**src/rtl/pipe_pkg.sv**
```systemverilog
// Shared pipeline-control definitions: stage indices, stage vectors and sequencer states.
`ifndef COMMON_WIDTH
`define COMMON_WIDTH 32
`endif

package pipe_pkg;

   localparam int STG_PC    = 0;
   localparam int STG_IFID  = 1;
   localparam int STG_IDEX  = 2;
   localparam int STG_EXMEM = 3;
   localparam int STG_MEMWB = 4;
   localparam int NUM_STG   = 5;

   typedef logic [NUM_STG-1:0] stage_vec_t;

   typedef enum logic [1:0] {
      RUN      = 2'd0,
      DIV_WAIT = 2'd1,
      MEM_WAIT = 2'd2
   } pctl_state_t;

   function automatic stage_vec_t stg_span(int lo, int hi);
      stage_vec_t v;
      v = '0;
      for (int i = 0; i < NUM_STG; i++) begin
         if (i >= lo && i <= hi) v[i] = 1'b1;
      end
      return v;
   endfunction

   // Bubble goes into the first register above a prefix-shaped stall.
   function automatic stage_vec_t bubble_after(stage_vec_t stall);
      return (stall + 1'b1) & ~stall & ~stg_span(STG_PC, STG_PC);
   endfunction

endpackage

```
**src/rtl/div_timer.sv**
```systemverilog
// Loadable down-counter that saturates at zero; tracks remaining divide cycles.
module div_timer #(
   parameter int CNT_W = 5
) (
   input  logic             clk,
   input  logic             rst,
   input  logic             load,
   input  logic [CNT_W-1:0] load_val,
   input  logic             en,
   output logic [CNT_W-1:0] cnt,
   output logic             zero
);

   logic [CNT_W-1:0] cnt_q, cnt_d;

   always_comb begin
      cnt_d = cnt_q;
      if (load)                     cnt_d = load_val;
      else if (en && cnt_q != '0)   cnt_d = cnt_q - 1'b1;
   end

   always_ff @(posedge clk or posedge rst) begin
      if (rst) cnt_q <= '0;
      else     cnt_q <= cnt_d;
   end

   assign cnt  = cnt_q;
   assign zero = (cnt_q == '0);

endmodule

```
**src/rtl/pipe_ctrl.sv**
```systemverilog
// Stall/flush/redirect sequencer for the 5-stage pipeline.
// Priority: exception > memory wait > divide > load-use > branch.
module pipe_ctrl
   import pipe_pkg::*;
#(
   parameter int DIV_CYCLES = 32,
   parameter int CNT_W      = $clog2(DIV_CYCLES)
) (
   input  logic                     clk,
   input  logic                     rst,
   input  logic                     id_load_use,
   input  logic                     id_br_taken,
   input  logic [`COMMON_WIDTH-1:0] id_br_target,
   input  logic                     ex_div_start,
   input  logic                     mem_req,
   input  logic                     mem_ack,
   input  logic                     exc_req,
   input  logic [`COMMON_WIDTH-1:0] exc_vector,
   output logic [4:0]               stall,
   output logic [4:0]               flush,
   output logic                     redirect_valid,
   output logic [`COMMON_WIDTH-1:0] redirect_pc,
   output logic                     div_busy,
   output logic                     div_done,
   output logic                     div_abort
);

   localparam stage_vec_t STALL_LU  = stg_span(STG_PC, STG_IFID);
   localparam stage_vec_t STALL_DIV = stg_span(STG_PC, STG_IDEX);
   localparam stage_vec_t STALL_MEM = stg_span(STG_PC, STG_EXMEM);
   localparam stage_vec_t FLUSH_EXC = stg_span(STG_IFID, STG_MEMWB);
   localparam stage_vec_t FLUSH_BR  = stg_span(STG_IFID, STG_IFID);

   pctl_state_t      state_q, state_d;
   logic             tmr_load, tmr_zero;
   logic [CNT_W-1:0] tmr_val, tmr_cnt;
   logic             mem_wait, run_eval, div_ok;
   logic             unused_cnt;

   div_timer #(.CNT_W(CNT_W)) u_div_timer (
      .clk      (clk),
      .rst      (rst),
      .load     (tmr_load),
      .load_val (tmr_val),
      .en       (1'b1),
      .cnt      (tmr_cnt),
      .zero     (tmr_zero)
   );

   // Only the zero flag steers the sequencer; the raw count is for observation.
   assign unused_cnt = ^tmr_cnt;
   assign mem_wait   = mem_req & ~mem_ack;

   always_comb begin
      state_d        = state_q;
      stall          = '0;
      flush          = '0;
      redirect_valid = 1'b0;
      redirect_pc    = '0;
      div_busy       = 1'b0;
      div_done       = 1'b0;
      div_abort      = 1'b0;
      tmr_load       = 1'b0;
      tmr_val        = '0;
      run_eval       = 1'b0;
      div_ok         = 1'b0;

      if (exc_req) begin
         flush          = FLUSH_EXC;
         redirect_valid = 1'b1;
         redirect_pc    = exc_vector;
         div_abort      = (state_q == DIV_WAIT) | ex_div_start;
         div_busy       = (state_q == DIV_WAIT);
         state_d        = RUN;
         tmr_load       = 1'b1;
      end else if (mem_wait) begin
         stall    = STALL_MEM;
         flush    = bubble_after(STALL_MEM);
         div_busy = (state_q == DIV_WAIT);
         if (state_q == RUN) state_d = MEM_WAIT;
      end else begin
         unique case (state_q)
            RUN: begin
               run_eval = 1'b1;
               div_ok   = 1'b1;
            end
            MEM_WAIT: begin
               state_d  = RUN;
               run_eval = 1'b1;
               div_ok   = 1'b1;
            end
            DIV_WAIT: begin
               if (tmr_zero) begin
                  // EX still holds the finished divide, so it must not re-issue.
                  div_done = 1'b1;
                  state_d  = RUN;
                  run_eval = 1'b1;
               end else begin
                  stall    = STALL_DIV;
                  flush    = bubble_after(STALL_DIV);
                  div_busy = 1'b1;
               end
            end
            default: state_d = RUN;
         endcase

         if (run_eval) begin
            if (div_ok && ex_div_start) begin
               stall    = STALL_DIV;
               flush    = bubble_after(STALL_DIV);
               state_d  = DIV_WAIT;
               tmr_load = 1'b1;
               tmr_val  = CNT_W'(DIV_CYCLES - 2);
            end else if (id_load_use) begin
               stall = STALL_LU;
               flush = bubble_after(STALL_LU);
            end else if (id_br_taken) begin
               flush          = FLUSH_BR;
               redirect_valid = 1'b1;
               redirect_pc    = id_br_target;
            end
         end
      end

      if (rst) begin
         stall          = '0;
         flush          = '0;
         redirect_valid = 1'b0;
         redirect_pc    = '0;
         div_busy       = 1'b0;
         div_done       = 1'b0;
         div_abort      = 1'b0;
      end
   end

   always_ff @(posedge clk or posedge rst) begin
      if (rst) state_q <= RUN;
      else     state_q <= state_d;
   end

endmodule

```
**config.mk**
```make
export PLATFORM = sky130hd
export DESIGN_NAME = pipe_ctrl
export DESIGN_NICKNAME = d
export VERILOG_FILES = /design/src/rtl/pipe_pkg.sv /design/src/rtl/div_timer.sv /design/src/rtl/pipe_ctrl.sv
export SDC_FILE = /design/constraint.sdc
export NUM_CORES = 1
export LEC_CHECK = 0
export BUFFER_PORTS_ARGS = -buffer_cell sky130_fd_sc_hd__buf_2
export CELL_PAD_IN_SITES_DETAIL_PLACEMENT = 1
export CELL_PAD_IN_SITES_GLOBAL_PLACEMENT = 1
export CORE_MARGIN = 10
export CORE_UTILIZATION = 22
export CTS_CLUSTER_DIAMETER = 40
export DETAILED_ROUTE_END_ITERATION = 10
export PLACE_DENSITY_LB_ADDON = 0.1
export SLEW_MARGIN = 0
export SYNTH_ARGS = -nofsm -noshare
export SYNTH_HDL_FRONTEND = slang
export SYNTH_SLANG_ARGS = --single-unit
```
**constraint.sdc**
```tcl
create_clock -name clk -period 3.8 [get_ports clk]
set_clock_uncertainty 0.2 [all_clocks]
set_input_delay 0.57 -clock clk [delete_from_list [all_inputs] [get_ports clk]]
set_output_delay 0.57 -clock clk [all_outputs]
set_load 0.005 [all_outputs]
```
==> results.md <==
* CORE AREA at 4320 um^2
* Area delta synth->final at 62.9%
* RSZ-0062 raised after global routing: no
* Cell area power density at 301 nW/um^2
* Die width at 86.7 um
* Drt total wl at 5320 um
* WL/cell at 19.5 um
* Critical Path End Type: output port
* Worst-Skew Late Latency at 230 ps
* R2r startpoint: u_div_timer.cnt[0]$_DFFE_PP0P_
* Post-synthesis mux area share at 3.32%
* Critical Path Start Type: flip-flop
* # port buffers at 115
* CP Max Fanout at 33
* Drt initial violations at 42
* Post-DP HPWL at 4550 um
* # diodes at 0
* Post-CTS Resized at 0
* Max-Cap Viols at 0
* Initial Utilization at 22.6%
* Adder-Cell Fraction of Synth Area at 2.56%
* Rows at 24
* Number of synthesized flops with an enable pin at 0
* GP Congestion at 0.771
* Commonest cells in the netlist: a32o_1 (32), clkbuf_1 (9), dfrtp_1 (7), nor2_1 (7), a21oi_1 (6)
* Final setup violation count at 0
* H-Tree Depth at 1
* Worst IR drop on VDD at 89.6 uV
* CP required at 3030 ps
* Slew margin rel. at 57.5%
* Worst path arrival time at 2510 ps
* FF-to-FF path depth at 5
* WHS at 164 ps
* Postcts setup bufs at 0
* Final ANT Viol Nets at 0
* Die height at 86.7 um
* CTS buffer count at 3
* Cell Area, Synth at 978 um^2
* Overall routing resource usage at 13.4%
* Ys flop type: dfrtp_1
* Reg clk slew, reported paths at 40 ps
* Top cells by area, synth: a32o_1 (33%), dfrtp_1 (18%), clkbuf_1 (3.5%)
* Number of global-route vias before repair at 1613
* Post-Synth XOR/XNOR Area at 1.79%
* Outcome: complete, no violations
* Hold WC Path Type: input pin to async pin
* Main combinational cell family by area after synthesis: compound AO/OA/AOI/OAI gates
* FF+latch count, synth at 7
* GRT overflow at 0
* First-pass GRT wire length at 8270 um
* Clk buf depth at 2
* CTS tree: yes
* Post-synthesis cell type count at 33
* Post-synth top area share at 32.7%
* Min Tclk post-route at 3280 ps
* Nets at 295
* Post-synthesis average cell area at 8.58 um^2
* LEAKAGE at 0.854 nW
* Final Max Tran Viols at 0
* Clk sinks at 7
* Critical path type: flip-flop to output port
* Setup TNS at 0 ps
* Post-synthesis compound-gate area fraction at 46.3%
* Post-synth ARST share at 100%
* Layout cells sized above 1 at 58.6%
* Reg2reg setup slack at 1850 ps
* DR pass1 iterations at 4
* Count leader, synth: a32o_1
* Pin count of the biggest net entering global routing at 34
* Via-per-instance ratio at 5.21
* Tcrit/Tclk final at 86.3%
* Syn Inst Count at 114
* CTS Root Cell: clkbuf_8
* IO Count at 118
* Post-synthesis simple-gate area fraction at 15.9%
* Reg2reg end: u_div_timer.cnt[1]$_DFFE_PP0P_
* DR vias at 1416
* Initial antenna violation count at 0
* Register area share after synthesis at 17.9%
* DRC viols at 0
* Die ar. at 7520 um^2
* Yosys top cell by area: a32o_1
* Fmax at 305 MHz
* Final hold violations at 0
* CTS Hold Bufs at 0
* Warnings from Yosys at 0
* Worst slew pin tran at 636 ps
==> through the flow <==
step / area [um^2] / worst slack [ps] / power, mW / instances / util (%)
final: 1590 / 522 / 0.479 / 272 / 36.9
after global routing: 1590 / 354 / 0.525 / 272 / 36.9
after CTS: 1590 / 504 / 0.488 / 272 / 36.9
after detailed placement: 1550 / 749 / 0.380 / 268 / 35.8
after global placement: 1550 / 819 / 0.370 / 268 / 35.8
after floorplan: 982 / 1040 / 0.286 / 115 / -
==> cell usage in the layout, fill, tap and decap left out, types with 2 or more instances in the layout <==
cell      synthesis  layout
or2_2             2       2
inv_1             4       4
nor4_1            2       2
buf_2             0     115
dfrtp_1           7       7
buf_4             4       3
a32o_1           32      32
nand2b_1          3       3
a21o_1            2       2
conb_1            1       2
nand2_1           5       5
mux2_2            2       2
clkbuf_8          0       3
nor3_1            4       4
ha_1              2       2
a21oi_1           6       6
nor2b_1           4       3
nor2_1            7       6
==> final cells by class <==
class,instances,area [um^2]
Fill cell,565,2730
Timing Repair Buffer,118,598
Inverter,4,15.0
Clock buffer,4,45.0
Multi-Input combinational cell,87,696
Sequential cell,7,175
Tap cell,52,65.1
==> where the power goes <==
| group | leakage, nW | total, mW | internal (mW) | switching (mW) |
|---|---|---|---|---|
| Sequential | 0.0905 | 0.119 | 0.0950 | 0.0235 |
| Combinational | 0.741 | 0.257 | 0.128 | 0.129 |
| Clock | 0.0228 | 0.104 | 0.0725 | 0.0314 |
==> state kept, by name, indices dropped and copies added (netlist names) <==
name / flops
u_div_timer.cnt: 5
state_q: 2
==> how the worst max path moves through the flow <==
stage	from	end	slack [ps]	cells past startpoint
after detailed placement	u_div_timer.cnt[0]$_DFFE_PP0P_	redirect_pc[30]	750	7
after CTS	u_div_timer.cnt[0]$_DFFE_PP0P_	redirect_pc[30]	500	7
after global placement	u_div_timer.cnt[0]$_DFFE_PP0P_	redirect_pc[30]	820	7
final	u_div_timer.cnt[0]$_DFFE_PP0P_	redirect_pc[19]	520	7
after global routing	u_div_timer.cnt[0]$_DFFE_PP0P_	redirect_pc[31]	350	7
after floorplan	u_div_timer.cnt[0]$_DFFE_PP0P_	flush[1]	1040	7
==> worst max-delay path, cell delays in order, from the launching register on <==
cell,delay [ps]
dfrtp_1,410
inv_1,100
ha_1,170
or4b_4,560
a2111oi_4,310
buf_4,370
a32o_1,230
buf_2,130
==> layer usage <==
layer,vias up,part of all wire (%),wire length (um),track usage (%)
li1,671,-,-,-
met3,6,8.1,432,4.88
met2,57,56,2970,25.4
met1,682,35,1840,12.9
met5,-,0,0,0
met4,0,1.4,75,5.01
==> logic make-up (layout without fill, tap and decap cells) <==
kind of cell | Yosys count | in the layout
other cells | 1 | 2
mux | 3 | 3
xor+xnor | 2 | 2
flops | 7 | 7
simple gates | 29 | 29
fa+ha+maj | 2 | 2
compound gates | 49 | 49
buf+inv | 21 | 126
(Power assumes the default switching activity.)
